## config.mk

```make
export PLATFORM = sky130hd
export DESIGN_NAME = pixel_capture_engine
export DESIGN_NICKNAME = d
export VERILOG_FILES = /design/src/rtl/cam_capture_pkg.sv /design/src/rtl/cam_byte_pairer.sv /design/src/rtl/pixel_capture_engine.sv
export SDC_FILE = /design/constraint.sdc
export NUM_CORES = 1
export LEC_CHECK = 0
export BUFFER_PORTS_ARGS = -buffer_cell sky130_fd_sc_hd__buf_2
export CAP_MARGIN = 5
export CORE_MARGIN = 5
export CORE_UTILIZATION = 35
export DETAILED_ROUTE_END_ITERATION = 10
export GPL_ROUTABILITY_DRIVEN = 0
export SETUP_SLACK_MARGIN = 0.15
export SLEW_MARGIN = 30
export SYNTH_ARGS = -nofsm -noshare
export SYNTH_HDL_FRONTEND = slang
export SYNTH_HIERARCHICAL = 1
export SYNTH_SLANG_ARGS = --single-unit
```

## constraint.sdc

```tcl
create_clock -name clk -period 5.25 [get_ports clk]
set_clock_uncertainty 0.1 [all_clocks]
set_input_delay 1.05 -clock clk [delete_from_list [all_inputs] [get_ports clk]]
set_output_delay 1.05 -clock clk [all_outputs]
set_load 0.05 [all_outputs]
```

## src/rtl/cam_capture_pkg.sv

```systemverilog
// Shared definitions for the camera capture path: capture-mode encodings,
// the internal format enum, the frame FSM state enum, the byte-order
// constant and the gray-to-RGB565 expansion helper.
package cam_capture_pkg;

  localparam int unsigned BYTE_W = 8;
  localparam int unsigned PIX_W  = 16;

  // capture_mode encodings; 11 behaves exactly like 00
  localparam logic [1:0] MODE_RGB_FULL = 2'b00;
  localparam logic [1:0] MODE_RGB_DEC  = 2'b01;
  localparam logic [1:0] MODE_GRAY     = 2'b10;
  localparam logic [1:0] MODE_RGB_ALT  = 2'b11;

  // First byte of a pair lands in dout[15:8]
  localparam bit BYTE0_IS_MSB = 1'b1;

  typedef enum logic [1:0] {
    WAIT_VS_HIGH = 2'd0,
    WAIT_VS_LOW  = 2'd1,
    CAPTURE      = 2'd2,
    SKIP         = 2'd3
  } cap_state_e;

  typedef enum logic [1:0] {
    FMT_RGB     = 2'd0,
    FMT_RGB_DEC = 2'd1,
    FMT_GRAY    = 2'd2
  } cap_fmt_e;

  function automatic cap_fmt_e decode_mode(input logic [1:0] mode);
    cap_fmt_e fmt;
    case (mode)
      MODE_RGB_FULL: fmt = FMT_RGB;
      MODE_RGB_DEC:  fmt = FMT_RGB_DEC;
      MODE_GRAY:     fmt = FMT_GRAY;
      MODE_RGB_ALT:  fmt = FMT_RGB;
      default:       fmt = FMT_RGB;
    endcase
    return fmt;
  endfunction

  // Replicate luma into all three RGB565 channels
  function automatic logic [PIX_W-1:0] gray_to_rgb565(input logic [BYTE_W-1:0] y);
    return {y[7:3], y[7:2], y[7:3]};
  endfunction

endpackage

```

## src/rtl/cam_byte_pairer.sv

```systemverilog
// Pairs consecutive camera bytes into one 16-bit pixel and applies the
// output format (RGB565 pass-through or Y -> gray RGB565).
// Ports: clk, reset (sync, active-high); clear drops any half-formed pair;
// byte_valid/din present one byte; gray selects Y mode; pix_valid_c/pix_c
// give the combinational pixel in the cycle the second byte is presented.
module cam_byte_pairer
  import cam_capture_pkg::*;
#(
  parameter int unsigned DIN_W = 8
) (
  input  logic             clk,
  input  logic             reset,
  input  logic             clear,
  input  logic             byte_valid,
  input  logic             gray,
  input  logic [DIN_W-1:0] din,
  output logic             pix_valid_c,
  output logic [PIX_W-1:0] pix_c
);

  logic              phase_q, phase_d;
  logic [BYTE_W-1:0] byte0_q, byte0_d;
  logic [BYTE_W-1:0] byte_in;

  assign byte_in = din[BYTE_W-1:0];

  // Pair tracking; clear discards a dangling first byte
  always_comb begin
    phase_d     = phase_q;
    byte0_d     = byte0_q;
    pix_valid_c = 1'b0;
    pix_c       = '0;
    if (clear) begin
      phase_d = 1'b0;
    end else if (byte_valid) begin
      if (!phase_q) begin
        byte0_d = byte_in;
        phase_d = 1'b1;
      end else begin
        phase_d     = 1'b0;
        pix_valid_c = 1'b1;
        if (gray) begin
          pix_c = gray_to_rgb565(byte0_q);
        end else if (BYTE0_IS_MSB) begin
          pix_c = {byte0_q, byte_in};
        end else begin
          pix_c = {byte_in, byte0_q};
        end
      end
    end
  end

  always_ff @(posedge clk) begin
    if (reset) begin
      phase_q <= 1'b0;
      byte0_q <= '0;
    end else begin
      phase_q <= phase_d;
      byte0_q <= byte0_d;
    end
  end

endmodule

```

## src/rtl/pixel_capture_engine.sv

```systemverilog
// Camera frame capture: registers the sensor interface, tracks frames with a
// vsync-driven FSM, counts rows/columns and emits frame-buffer writes.
// Ports: clk, reset (sync, active-high); vsync/href/din camera bus;
// capture_enable/capture_mode sampled at frame start; addr/dout/we write
// port (registered, 2 cycles after byte1 at the pins); frame_done pulse,
// frame_count and sticky line_err status.
module pixel_capture_engine
  import cam_capture_pkg::*;
#(
  parameter int unsigned DIN_W  = 8,
  parameter int unsigned H_RES  = 640,
  parameter int unsigned V_RES  = 480,
  parameter int unsigned ADDR_W = 19
) (
  input  logic              clk,
  input  logic              reset,
  input  logic              vsync,
  input  logic              href,
  input  logic [DIN_W-1:0]  din,
  input  logic              capture_enable,
  input  logic [1:0]        capture_mode,
  output logic [ADDR_W-1:0] addr,
  output logic [15:0]       dout,
  output logic              we,
  output logic              frame_done,
  output logic [15:0]       frame_count,
  output logic              line_err
);

  localparam int unsigned COL_W      = $clog2(H_RES + 1);
  localparam int unsigned ROW_W      = $clog2(V_RES + 1);
  localparam int unsigned BCNT_W     = $clog2(2 * H_RES + 2);
  localparam int unsigned LINE_BYTES = 2 * H_RES;

  logic               vsync_q, href_q, href_prev_q;
  logic [DIN_W-1:0]   din_q;
  cap_state_e         state_q, state_d;
  cap_fmt_e           fmt_q, fmt_d;
  logic [ROW_W-1:0]   row_q, row_d;
  logic [COL_W-1:0]   col_q, col_d;
  logic [BCNT_W-1:0]  bcnt_q, bcnt_d;
  logic [ADDR_W-1:0]  addr_q, addr_d, waddr;
  logic [15:0]        dout_q, dout_d;
  logic               we_q, we_d;
  logic               frame_done_q, frame_done_d;
  logic [15:0]        frame_count_q, frame_count_d;
  logic               line_err_q, line_err_d;
  logic               frame_start, byte_valid, line_end, in_range;
  logic               pix_valid;
  logic [PIX_W-1:0]   pix;

  // Bytes only count while capturing and before vsync rises
  assign byte_valid = href_q && !vsync_q && (state_q == CAPTURE);
  // Line ends on href fall, or when vsync rises with href still high
  assign line_end   = (state_q == CAPTURE) && href_prev_q && (!href_q || vsync_q);

  cam_byte_pairer #(.DIN_W(DIN_W)) u_pairer (
    .clk         (clk),
    .reset       (reset),
    .clear       (frame_start || line_end),
    .byte_valid  (byte_valid),
    .gray        (fmt_q == FMT_GRAY),
    .din         (din_q),
    .pix_valid_c (pix_valid),
    .pix_c       (pix)
  );

  // Frame FSM; WAIT_VS_HIGH guarantees a full blanking interval after reset
  always_comb begin
    state_d       = state_q;
    fmt_d         = fmt_q;
    frame_start   = 1'b0;
    frame_done_d  = 1'b0;
    frame_count_d = frame_count_q;
    case (state_q)
      WAIT_VS_HIGH: if (vsync_q) state_d = WAIT_VS_LOW;
      WAIT_VS_LOW: begin
        // vsync_q was high on entry, so low here is the falling edge
        if (!vsync_q) begin
          fmt_d = decode_mode(capture_mode);
          if (capture_enable) begin
            state_d     = CAPTURE;
            frame_start = 1'b1;
          end else begin
            state_d = SKIP;
          end
        end
      end
      CAPTURE: begin
        if (vsync_q) begin
          state_d       = WAIT_VS_LOW;
          frame_done_d  = 1'b1;
          frame_count_d = frame_count_q + 16'd1;
        end
      end
      SKIP: if (vsync_q) state_d = WAIT_VS_LOW;
      default: state_d = WAIT_VS_HIGH;
    endcase
  end

  // Row/column tracking, address generation and line-length check
  always_comb begin
    row_d      = row_q;
    col_d      = col_q;
    bcnt_d     = bcnt_q;
    addr_d     = addr_q;
    dout_d     = dout_q;
    we_d       = 1'b0;
    line_err_d = line_err_q;
    if (fmt_q == FMT_RGB_DEC) begin
      waddr = ADDR_W'(row_q >> 1) * ADDR_W'(H_RES / 2) + ADDR_W'(col_q >> 1);
    end else begin
      waddr = ADDR_W'(row_q) * ADDR_W'(H_RES) + ADDR_W'(col_q);
    end
    in_range = (row_q < ROW_W'(V_RES)) && (col_q < COL_W'(H_RES)) &&
               ((fmt_q != FMT_RGB_DEC) || (!row_q[0] && !col_q[0]));
    if (frame_start) begin
      row_d      = '0;
      col_d      = '0;
      bcnt_d     = '0;
      line_err_d = 1'b0;
    end else if (line_end) begin
      col_d  = '0;
      bcnt_d = '0;
      if ((col_q != '0) && (row_q != ROW_W'(V_RES))) row_d = row_q + ROW_W'(1);
      if (bcnt_q != BCNT_W'(LINE_BYTES)) line_err_d = 1'b1;
    end else begin
      if (byte_valid && (bcnt_q != BCNT_W'(LINE_BYTES + 1))) bcnt_d = bcnt_q + BCNT_W'(1);
      if (pix_valid) begin
        // Counters saturate so an over-long line or frame never wraps
        if (col_q != COL_W'(H_RES)) col_d = col_q + COL_W'(1);
        if (in_range) begin
          we_d   = 1'b1;
          addr_d = waddr;
          dout_d = pix;
        end
      end
    end
  end

  always_ff @(posedge clk) begin
    if (reset) begin
      vsync_q       <= 1'b0;
      href_q        <= 1'b0;
      href_prev_q   <= 1'b0;
      din_q         <= '0;
      state_q       <= WAIT_VS_HIGH;
      fmt_q         <= FMT_RGB;
      row_q         <= '0;
      col_q         <= '0;
      bcnt_q        <= '0;
      addr_q        <= '0;
      dout_q        <= '0;
      we_q          <= 1'b0;
      frame_done_q  <= 1'b0;
      frame_count_q <= '0;
      line_err_q    <= 1'b0;
    end else begin
      vsync_q       <= vsync;
      href_q        <= href;
      href_prev_q   <= href_q;
      din_q         <= din;
      state_q       <= state_d;
      fmt_q         <= fmt_d;
      row_q         <= row_d;
      col_q         <= col_d;
      bcnt_q        <= bcnt_d;
      addr_q        <= addr_d;
      dout_q        <= dout_d;
      we_q          <= we_d;
      frame_done_q  <= frame_done_d;
      frame_count_q <= frame_count_d;
      line_err_q    <= line_err_d;
    end
  end

  assign addr        = addr_q;
  assign dout        = dout_q;
  assign we          = we_q;
  assign frame_done  = frame_done_q;
  assign frame_count = frame_count_q;
  assign line_err    = line_err_q;

endmodule

```

==> results of run 1 <==
[metal layers]
layer | vias up | track usage
li1 | 2441 | -
met1 | 2109 | 0.2063
met2 | 99 | 0.2110
met3 | 16 | 0.03178
met4 | 0 | 0.04102
met5 | - | 0
[flip-flops by register name, summed over array words and instances, names as in the netlist]
| name | count |
|---|---|
| dout | 16 |
| u_pairer/phase_q | 1 |
| row_q | 9 |
| bcnt_q | 11 |
| href_prev_q | 1 |
| line_err | 1 |
| href_q | 1 |
| state_q | 2 |
| din_q | 8 |
| vsync_q | 1 |
| u_pairer/byte0_q | 8 |
| frame_count | 16 |
| addr | 19 |
| frame_done | 1 |
| we | 1 |
| fmt_q | 2 |
| col_q | 10 |
[tightest hold or removal path: cells and delay by family, from the launching register on]
kind | cells | cell delay (ps)
flops | 1 | 310
compound gates | 1 | 50
simple gates | 1 | 50
[through the flow]
step	hold WS, ps	instances	power (mW)	worst slack, ps
after floorplan	349.2	679	0.8793	2335
final	355.4	954	1.560	1538
after detailed placement	350.2	938	0.8934	1210
after global placement	352.4	938	0.8931	1333
after global routing	377.9	954	1.621	1131
after CTS	359.1	953	1.583	1570
[cell usage after synthesis, drive strengths merged, types with 6 or more instances]
cell type	number
dfxtp	108
nand2	86
nor2	78
a21oi	47
nand2b	34
ha	28
xnor2	28
xor2	26
clkbuf	22
inv	21
nor3	20
o21ai	19
nor2b	16
mux2i	13
nand3	13
nand4	11
and2	10
a211oi	9
and3	9
a311oi	8
buf	6
[cell families (layout without fill, tap and decap cells)]
group / Yosys count / in the layout / synth area share
and+or+nand+nor: 317 / 317 / 0.2835
AOI/OAI and AO/OA: 106 / 106 / 0.1143
xor gates and xnor gates: 54 / 54 / 0.08293
buffers and inverters: 49 / 108 / 0.04190
muxes: 13 / 13 / 0.02282
DFF: 108 / 108 / 0.3791
adders and majority gates: 32 / 32 / 0.07547
[final timing paths]
kind                            startpoint        to  slack, ps  cells after the start
worst max-delay path            state_q[0]  addr[14]       1540                      8
worst min-delay path              addr[11]  addr[11]        360                      2
worst max register to register  state_q[0]  addr[14]       1540                      8
worst min register to register    addr[11]  addr[11]        360                      2
[power by group]
part	switching [mW]	internal [mW]	leakage, nW
clock	0.292	0.394	0.145
sequential	0.00491	0.825	0.873
combinational	0.0278	0.0157	1.46
total	0.324	1.24	2.48
[cell type report]
class / instances / area, um^2 / area share
multi-input combinational: 522 / 3311 / 0.5094
sequential: 108 / 2162 / 0.3327
inverter: 21 / 78.83 / 0.01213
clock inverter: 3 / 46.29 / 0.007124
timing repair buffer: 72 / 374.1 / 0.05757
tap: 216 / 270.3 / 0.04159
clock buffer: 12 / 256.5 / 0.03947
==> impl_metrics.toml, run 1 <==
[die]
dieArea_um2 = 18950
initial_core_util = 0.3577
dieWidth_um = 137.7
coreArea_um2 = 15940
placementRows = 46
die_h_um = 137.7
io_pins = 69

[route]
wirelength_met1_mm = 6.690
routed_wl_mm = 13.14
ant_nets = 0
met3_length_um = 739
initialDrtViolationCount = 351
wl_per_cell_um = 13.78
top_layer_used = "met4"
drc = 0
route.met2.wl_mm = 5.536
avgViaCountPerCell = 4.890
firstDrtPassIters = 5
vias = 4665

[flow_run]
cap_violations = 0

[logic_synthesis]
ys_seq_area_frac = 0.3791
netlist_instances = 679
synth_top_flop_cell = "dfxtp_1"
netlist_top_cells_area = "dfxtp_1, ha_1, nand2_1"
synth_fp_nets = 726
yosys.area.top_type = "dfxtp_1"
yosysWarnings = 6
synth_cell_types = 58
ys_ff_latch = 108
async_reset_ff_frac = 0
synth_edf_count = 0
synth.top_cell.area_share = 0.3791
syn_area_um2 = 5703
avgSynthCellArea_um2 = 8.399

[critical_path]
path_cells = "nor3b_1 -> a32o_1 -> nand3b_1 -> inv_1 -> nand3_1 -> or3_1 -> nor2_1 -> a32o_1"
worstSetupStartpointType = "flop"
end_kind = "flop"
critical_path_class = "flop to flop"
slowest_stage = "or3_1"
cp_top_family = "simple AND/OR/NAND/NOR gates"
crit_required_ps = 5390
cpMostUsedCell = "a32o_1"
path_max_fanout = 25
max_stage_delay_ps = 740
crit_buf_inv = 1
crit_arrival_ps = 3850

[sta]
fin_crit_sh = 0.7071
finalCriticalPeriod_ps = 3713
slew_headroom = 0.3946
rsz0062_at_grt = "false"
timing_worst_slew_pin_value_ps = 908.1
max_freq_mhz = 269.4
tns_ps = 0
hold_viol = 0
setup_violations = 0
slew_viol_final = 0

[clock_network]
post_cts_buffers = 0
ctsRootBufferMaster = "clkbuf_16"
clock_path_buffers = 2
cts_htree_levels = 3
cts_resized = 0
tritoncts = "built"
cts_buffers = 9
clock_latency_ps = 340
holdBufCountCts = 0
clkSinkCount = 108
clkTransAtPathRegs_ps = 70

[placement]
placed_area_um2 = 6182
hpwlAfterDp_mm = 9.769
port_buffers = 68

[global_route]
antenna_found_initial = 0
grt_start_max_net_pins = 83
overflow = 0
grt_pass1_wl_mm = 21.71
first_global_vias = 4317
grt_use_total = 0.1424

[cells_and_area]
area_growth_pct = 13.95
fillers = 1640
design_area_um2 = 6499
diodes = 0
nets = 781
utilization = 0.4076
drive_above_1_share = 0.1382
most-common-layout-cells = "dfxtp_1, nand2_1, nor2_1"
final_common_cell = "dfxtp_1"

[power]
p_per_area_nw_per_um2 = 240.0
ir_drop_mv = 0.1644
power_leakage_nw = 2.478

[run_status]
outcome = "completed"

[worst_hold_path]
hp-class = "flop to flop"
No activity file was read; power rests on OpenSTA's default activity.
==> run 2, diff against run 1 <==
==> constraint.sdc (replaced) <==
create_clock -name clk -period 3.2 [get_ports clk]
set_clock_uncertainty 0.1 [all_clocks]
set_input_delay 0.64 -clock clk [delete_from_list [all_inputs] [get_ports clk]]
set_output_delay 0.64 -clock clk [all_outputs]
set_load 0.05 [all_outputs]
==> run 2 against run 1 <==
Cell area increased by 3.7%. Power is 73% higher. Clock power up 85%. Setup slack lost 1300 ps. Routed wire length rose by 2.1%. Die area unchanged. Sequential share of layout area down 1.1 points. Sequential power up 64%. Fmax grew 26%. Worst hold slack got worse by 3.3 ps. Combinational power rose by 69%. Highest routed layer unchanged.
==> impl_metrics.toml, run 2 (same netlist as run 1, synthesis figures left out) <==
[route]
avgViaCountPerCell = 4.910
initialDrtViolationCount = 238
drc = 0
firstDrtPassIters = 4
routed_wl_mm = 13.41
wl_per_cell_um = 13.86
ant_nets = 0
vias = 4753

[sta]
rsz0062_at_grt = "false"
setup_violations = 0
slew_viol_final = 0
hold_viol = 0
whs_ps = 352.1
fin_crit_sh = 0.9178
tns_ps = 0
timing_worst_slew_pin_value_ps = 910.1
finalCriticalPeriod_ps = 2937
slew_headroom = 0.3920
max_freq_mhz = 340.5

[die]
dieArea_um2 = 18950
dieWidth_um = 137.7
placementRows = 46
io_pins = 69
coreArea_um2 = 15940
die_h_um = 137.7
initial_core_util = 0.3577

[power]
p_sw_mw = 0.5436
internal_power_mw = 2.159
p_comb_frac = 0.027
p_clk_frac = 0.469
power_leakage_nw = 2.570
p_seq_frac = 0.504
p_sw_frac = 0.2011
p_total_mw = 2.703
p_per_area_nw_per_um2 = 400.9
ir_drop_mv = 0.2867

[cells_and_area]
diodes = 0
fillers = 1596
area_growth_pct = 18.21
drive_above_1_share = 0.1795
most-common-layout-cells = "dfxtp_1, nand2_1, nor2_1"
nets = 796
largest_register_ffs = 19
final_common_cell = "dfxtp_1"

[run_status]
outcome = "completed"

[critical_path]
path_max_fanout = 6
cp_top_family = "simple AND/OR/NAND/NOR gates"
crit_buf_inv = 1
end_kind = "flop"
crit_required_ps = 3390
critical_path_class = "flop to flop"
slowest_stage = "or4b_4"
worstSetupStartpointType = "flop"
crit_arrival_ps = 3130
max_stage_delay_ps = 580
path_cells = "ha_4 -> ha_4 -> inv_1 -> fa_2 -> nand2b_4 -> nand2_2 -> or4b_4 -> or4_4 -> nand3_2 -> a32o_1"
cpMostUsedCell = "ha_4"

[global_route]
grt_pass1_wl_mm = 21.49
grt_start_max_net_pins = 82
overflow = 0
first_global_vias = 4239
grt_use_total = 0.1413
antenna_found_initial = 0

[worst_hold_path]
hp-class = "flop to flop"

[clock_network]
clkTransAtPathRegs_ps = 70
clock_path_buffers = 2
tritoncts = "built"
ctsRootBufferMaster = "clkbuf_16"
cts_buffers = 9
clkSinkCount = 108
holdBufCountCts = 0
clock_latency_ps = 350
cts_htree_levels = 3

[flow_run]
cap_violations = 0

[placement]
hpwlAfterDp_mm = 9.757
port_buffers = 68
run 2: cell count changes in the layout (fill, tap and decap cells not counted), moves of 2 or more:
cell       delta
buf_4        +16
ha_4          +2
dfxtp_1       -4
dfxtp_2       +3
fa_1          -2
fa_2          +2
ha_1          -3
bufinv_16     +2
run 2: layout make-up:
type	count	area, um^2	area share
Multi-Input combinational cell	522	3402	0.5046
Inverter	21	78.83	0.01169
Clock inverter	4	98.84	0.01466
Clock buffer	10	239.0	0.03545
Sequential cell	108	2170	0.3218
Tap cell	216	270.3	0.04009
Timing Repair Buffer	87	483.0	0.07164
run 2: worst paths after layout:
path | start | endpoint | slack, ps | depth (start not counted)
worst min register to register | dout[15] | dout[15] | 350 | 2
worst min-delay path | dout[15] | dout[15] | 350 | 2
worst max register to register | row_q[4] | addr[14] | 260 | 10
worst max-delay path | row_q[4] | addr[14] | 260 | 10
run 2: power groups by stage:
| stage | sequential [mW] | clock (mW) | combinational (mW) |
|---|---|---|---|
| final | 1.36 | 1.27 | 0.0735 |
| after floorplan | 1.39 | 0 | 0.0503 |
| after global placement | 1.39 | 0 | 0.0747 |
| after global routing | 1.36 | 1.35 | 0.0819 |
| after detailed placement | 1.39 | 0 | 0.0747 |
| after CTS | 1.36 | 1.31 | 0.0748 |
run 2: per-stage QoR:
stage	instances	cell area [um^2]	setup WS, ps	util
6_report	968	6741	263.0	0.4229
5_1_grt	968	6741	162.6	0.4229
4_1_cts	965	6626	161.8	0.4156
3_5_place_dp	951	6280	107.1	0.3939
3_3_place_gp	951	6280	161.2	0.3939
2_1_floorplan	679	5703	285.0	-
run 2: worst min-delay path: stages, from the launching register on:
cell     delay (ps)
dfxtp_1         310
nand2_1          50
a21oi_1          50
run 2: timing repair:
| action | CTS | global route |
|---|---|---|
| buffers inserted | 0 | 3 |
| setup endpoints to repair | 3 | 5 |
| resized for setup | 2 | 20 |
| pin swaps | 0 | 4 |
run 2: layer usage:
layer | up-vias | GRT usage | part of all wire
met5 | - | 0 | 0
met4 | 0 | 0.03714 | 0.0065
met2 | 99 | 0.2120 | 0.43
met3 | 5 | 0.04018 | 0.058
met1 | 2183 | 0.1986 | 0.50
li1 | 2466 | - | -
==> run 3, diff against run 2 <==
--- a/config.mk
+++ b/config.mk
@@ -15,5 +15,4 @@
 export SLEW_MARGIN = 30
 export SYNTH_ARGS = -nofsm -noshare
 export SYNTH_HDL_FRONTEND = slang
-export SYNTH_HIERARCHICAL = 1
 export SYNTH_SLANG_ARGS = --single-unit
==> run 3 against run 2 <==
Area after synthesis fell by 4.0%. Via count fell by 0.61%. Final cell count down 3.7%. Cell area decreased by 5.3%. Largest cell class unchanged. Combinational power down 7.8%. Clock-buffer cell count rose by 2. First-iteration DRC count up 19%. Flip-flop and latch count did not move.
==> impl_metrics.toml, run 3 <==
[sta]
fin_crit_sh = 0.8929
tns_ps = 0
finalCriticalPeriod_ps = 2857
setup_violations = 0
max_freq_mhz = 350.0
slew_viol_final = 0
setup_slack_ps = 342.8
slew_headroom = 0.3599
rsz0062_at_grt = "false"
timing_worst_slew_pin_value_ps = 960.1
hold_viol = 0

[logic_synthesis]
synth_top_flop_cell = "dfxtp_1"
synth_common_cells = "dfxtp_1, nor2_1, nand2_1"
avgSynthCellArea_um2 = 8.334
ys_seq_area_frac = 0.3949
synth_cell_types = 51
netlist_instances = 657
synth.most_common_cell = "dfxtp_1"
yosysWarnings = 0
netlist_top_cells_area = "dfxtp_1, ha_1, nor2_1"
syn_area_um2 = 5475
ys_ff_latch = 108
yosys.area.top_type = "dfxtp_1"
synth.top_cell.area_share = 0.3949
synth_edf_count = 0
async_reset_ff_frac = 0
synth_fp_nets = 704

[route]
drc = 0
initialDrtViolationCount = 283
vias = 4724
ant_nets = 0
routed_wl_mm = 13.04
avgViaCountPerCell = 5.069
firstDrtPassIters = 4
wl_per_cell_um = 13.99

[critical_path]
r2r_slack_ps = 340
crit_arrival_ps = 3000
path_max_fanout = 6
slowest_stage = "dfxtp_1"
cp_top_family = "adder cells"
worstSetupStartpointType = "flop"
end_kind = "flop"
critical_path_class = "flop to flop"
crit_required_ps = 3340
max_stage_delay_ps = 470
crit_buf_inv = 1
path_cells = "ha_4 -> ha_1 -> inv_1 -> fa_2 -> or3b_4 -> nor2_2 -> and3_1 -> a31oi_1 -> o41ai_1"

[clock_network]
clock_latency_ps = 350
ctsRootBufferMaster = "clkbuf_16"
clock_path_buffers = 2
clkSinkCount = 108
cts_htree_levels = 3
cts_buffers = 9
tritoncts = "built"
clkTransAtPathRegs_ps = 70

[placement]
dpl.cell_count = 913
hpwlAfterDp_mm = 9.436
port_buffers = 68
place_ws_ps = 184.4

[die]
dieWidth_um = 135.1
coreArea_um2 = 15260
placementRows = 45
io_pins = 69
die_h_um = 135.1
dieArea_um2 = 18250
initial_core_util = 0.3588

[global_route]
overflow = 0
grt_pass1_wl_mm = 21.74
grt_use_total = 0.1445
grt_start_max_net_pins = 78
antenna_found_initial = 0
first_global_vias = 4525

[cells_and_area]
largest_register_ffs = 19
final_common_cell = "dfxtp_1"
diodes = 0
most-common-layout-cells = "dfxtp_1, nor2_1, buf_2"
drive_above_1_share = 0.1498
stdcell_count = 932
area_growth_pct = 16.57
nets = 763

[power]
p_per_area_nw_per_um2 = 398.0
power_leakage_nw = 2.564
ir_drop_mv = 0.2487

[flow_run]
cap_violations = 0

[worst_hold_path]
hp-class = "flop to flop"

[run_status]
outcome = "completed"
## run 3: changes by cell type after synthesis, moves of 6 or more
cell      previous run  this run
a211oi_1             8        14
o21ai_0             19        28
nand2_1             86        61
mux2i_1             13         3
nor2_1              78        93
buf_2                2        10
or3_1                5        11
nand2b_1            34        10
a21oi_1             47        40
## run 3: what timing repair did
action / in CTS / in global routing
endpoints found under the setup margin: 0 / 6
buffers inserted: 0 / 3
gates resized for setup: 0 / 9
hold buffers: 0 / 0
## run 3: path summary, 6_finish.rpt
kind,to,start,depth (start not counted)
max,addr[16],row_q[2],9
min,addr[15],addr[15],2
max reg2reg,addr[16],row_q[2],9
min reg2reg,addr[15],addr[15],2
## run 3: cell type report
cell class                 count  area, um^2
clock inverter                 4       48.80
multi-input combinational    498        3144
timing repair buffer          80       442.9
inverter                      19       71.32
fill                        1560        8876
sequential                   108        2165
tap                          211       264.0
clock buffer                  12       246.5
## run 3: where the power goes
| group | leakage, nW | switching [mW] | internal (mW) |
|---|---|---|---|
| clock network | 0.147 | 0.482 | 0.628 |
| registers | 0.874 | 0.00818 | 1.35 |
| logic | 1.54 | 0.0440 | 0.0238 |
| total | 2.56 | 0.534 | 2.01 |
## run 3: routing by layer
layer  vias up  GRT usage  routed length (um)
met5         -          0                   0
met4         0    0.04759                 180
met3        10    0.03055                 467
met2        80     0.2401                6265
met1      2258     0.1873                6128
li1       2376          -                   -
## run 3: cell families (layout without fill, tap and decap cells)
family                     count (synthesis)  in the layout  share of synthesized area
and+or+nand+nor                          292            292                     0.2630
AOI/OAI and AO/OA                        115            115                     0.1305
adders and majority gates                 32             32                    0.07861
buffers and inverters                     51            115                    0.03794
DFF                                      108            108                     0.3949
xor gates and xnor gates                  56             56                    0.08958
muxes                                      3              3                   0.005485
## run 3: worst register-to-register path, cell delays in order (launching register included)
cell and delay, ps:
dfxtp_1 470, ha_4 260, ha_1 220, inv_1 80, fa_2 460, or3b_4 440
nor2_2 120, and3_1 200, a31oi_1 100, o41ai_1 310
## run 3: metrics by stage
| stage | area, um^2 | util | power [mW] | hold slack, ps |
|---|---|---|---|---|
| floorplan | 5475 | - | 1.435 | 332.2 |
| global placement | 6026 | 0.3949 | 1.460 | 343.9 |
| detailed placement | 6026 | 0.3949 | 1.462 | 338.9 |
| CTS | 6321 | 0.4143 | 2.580 | 348.1 |
| global route | 6382 | 0.4183 | 2.639 | 374.5 |
| finish | 6382 | 0.4183 | 2.540 | 347.2 |
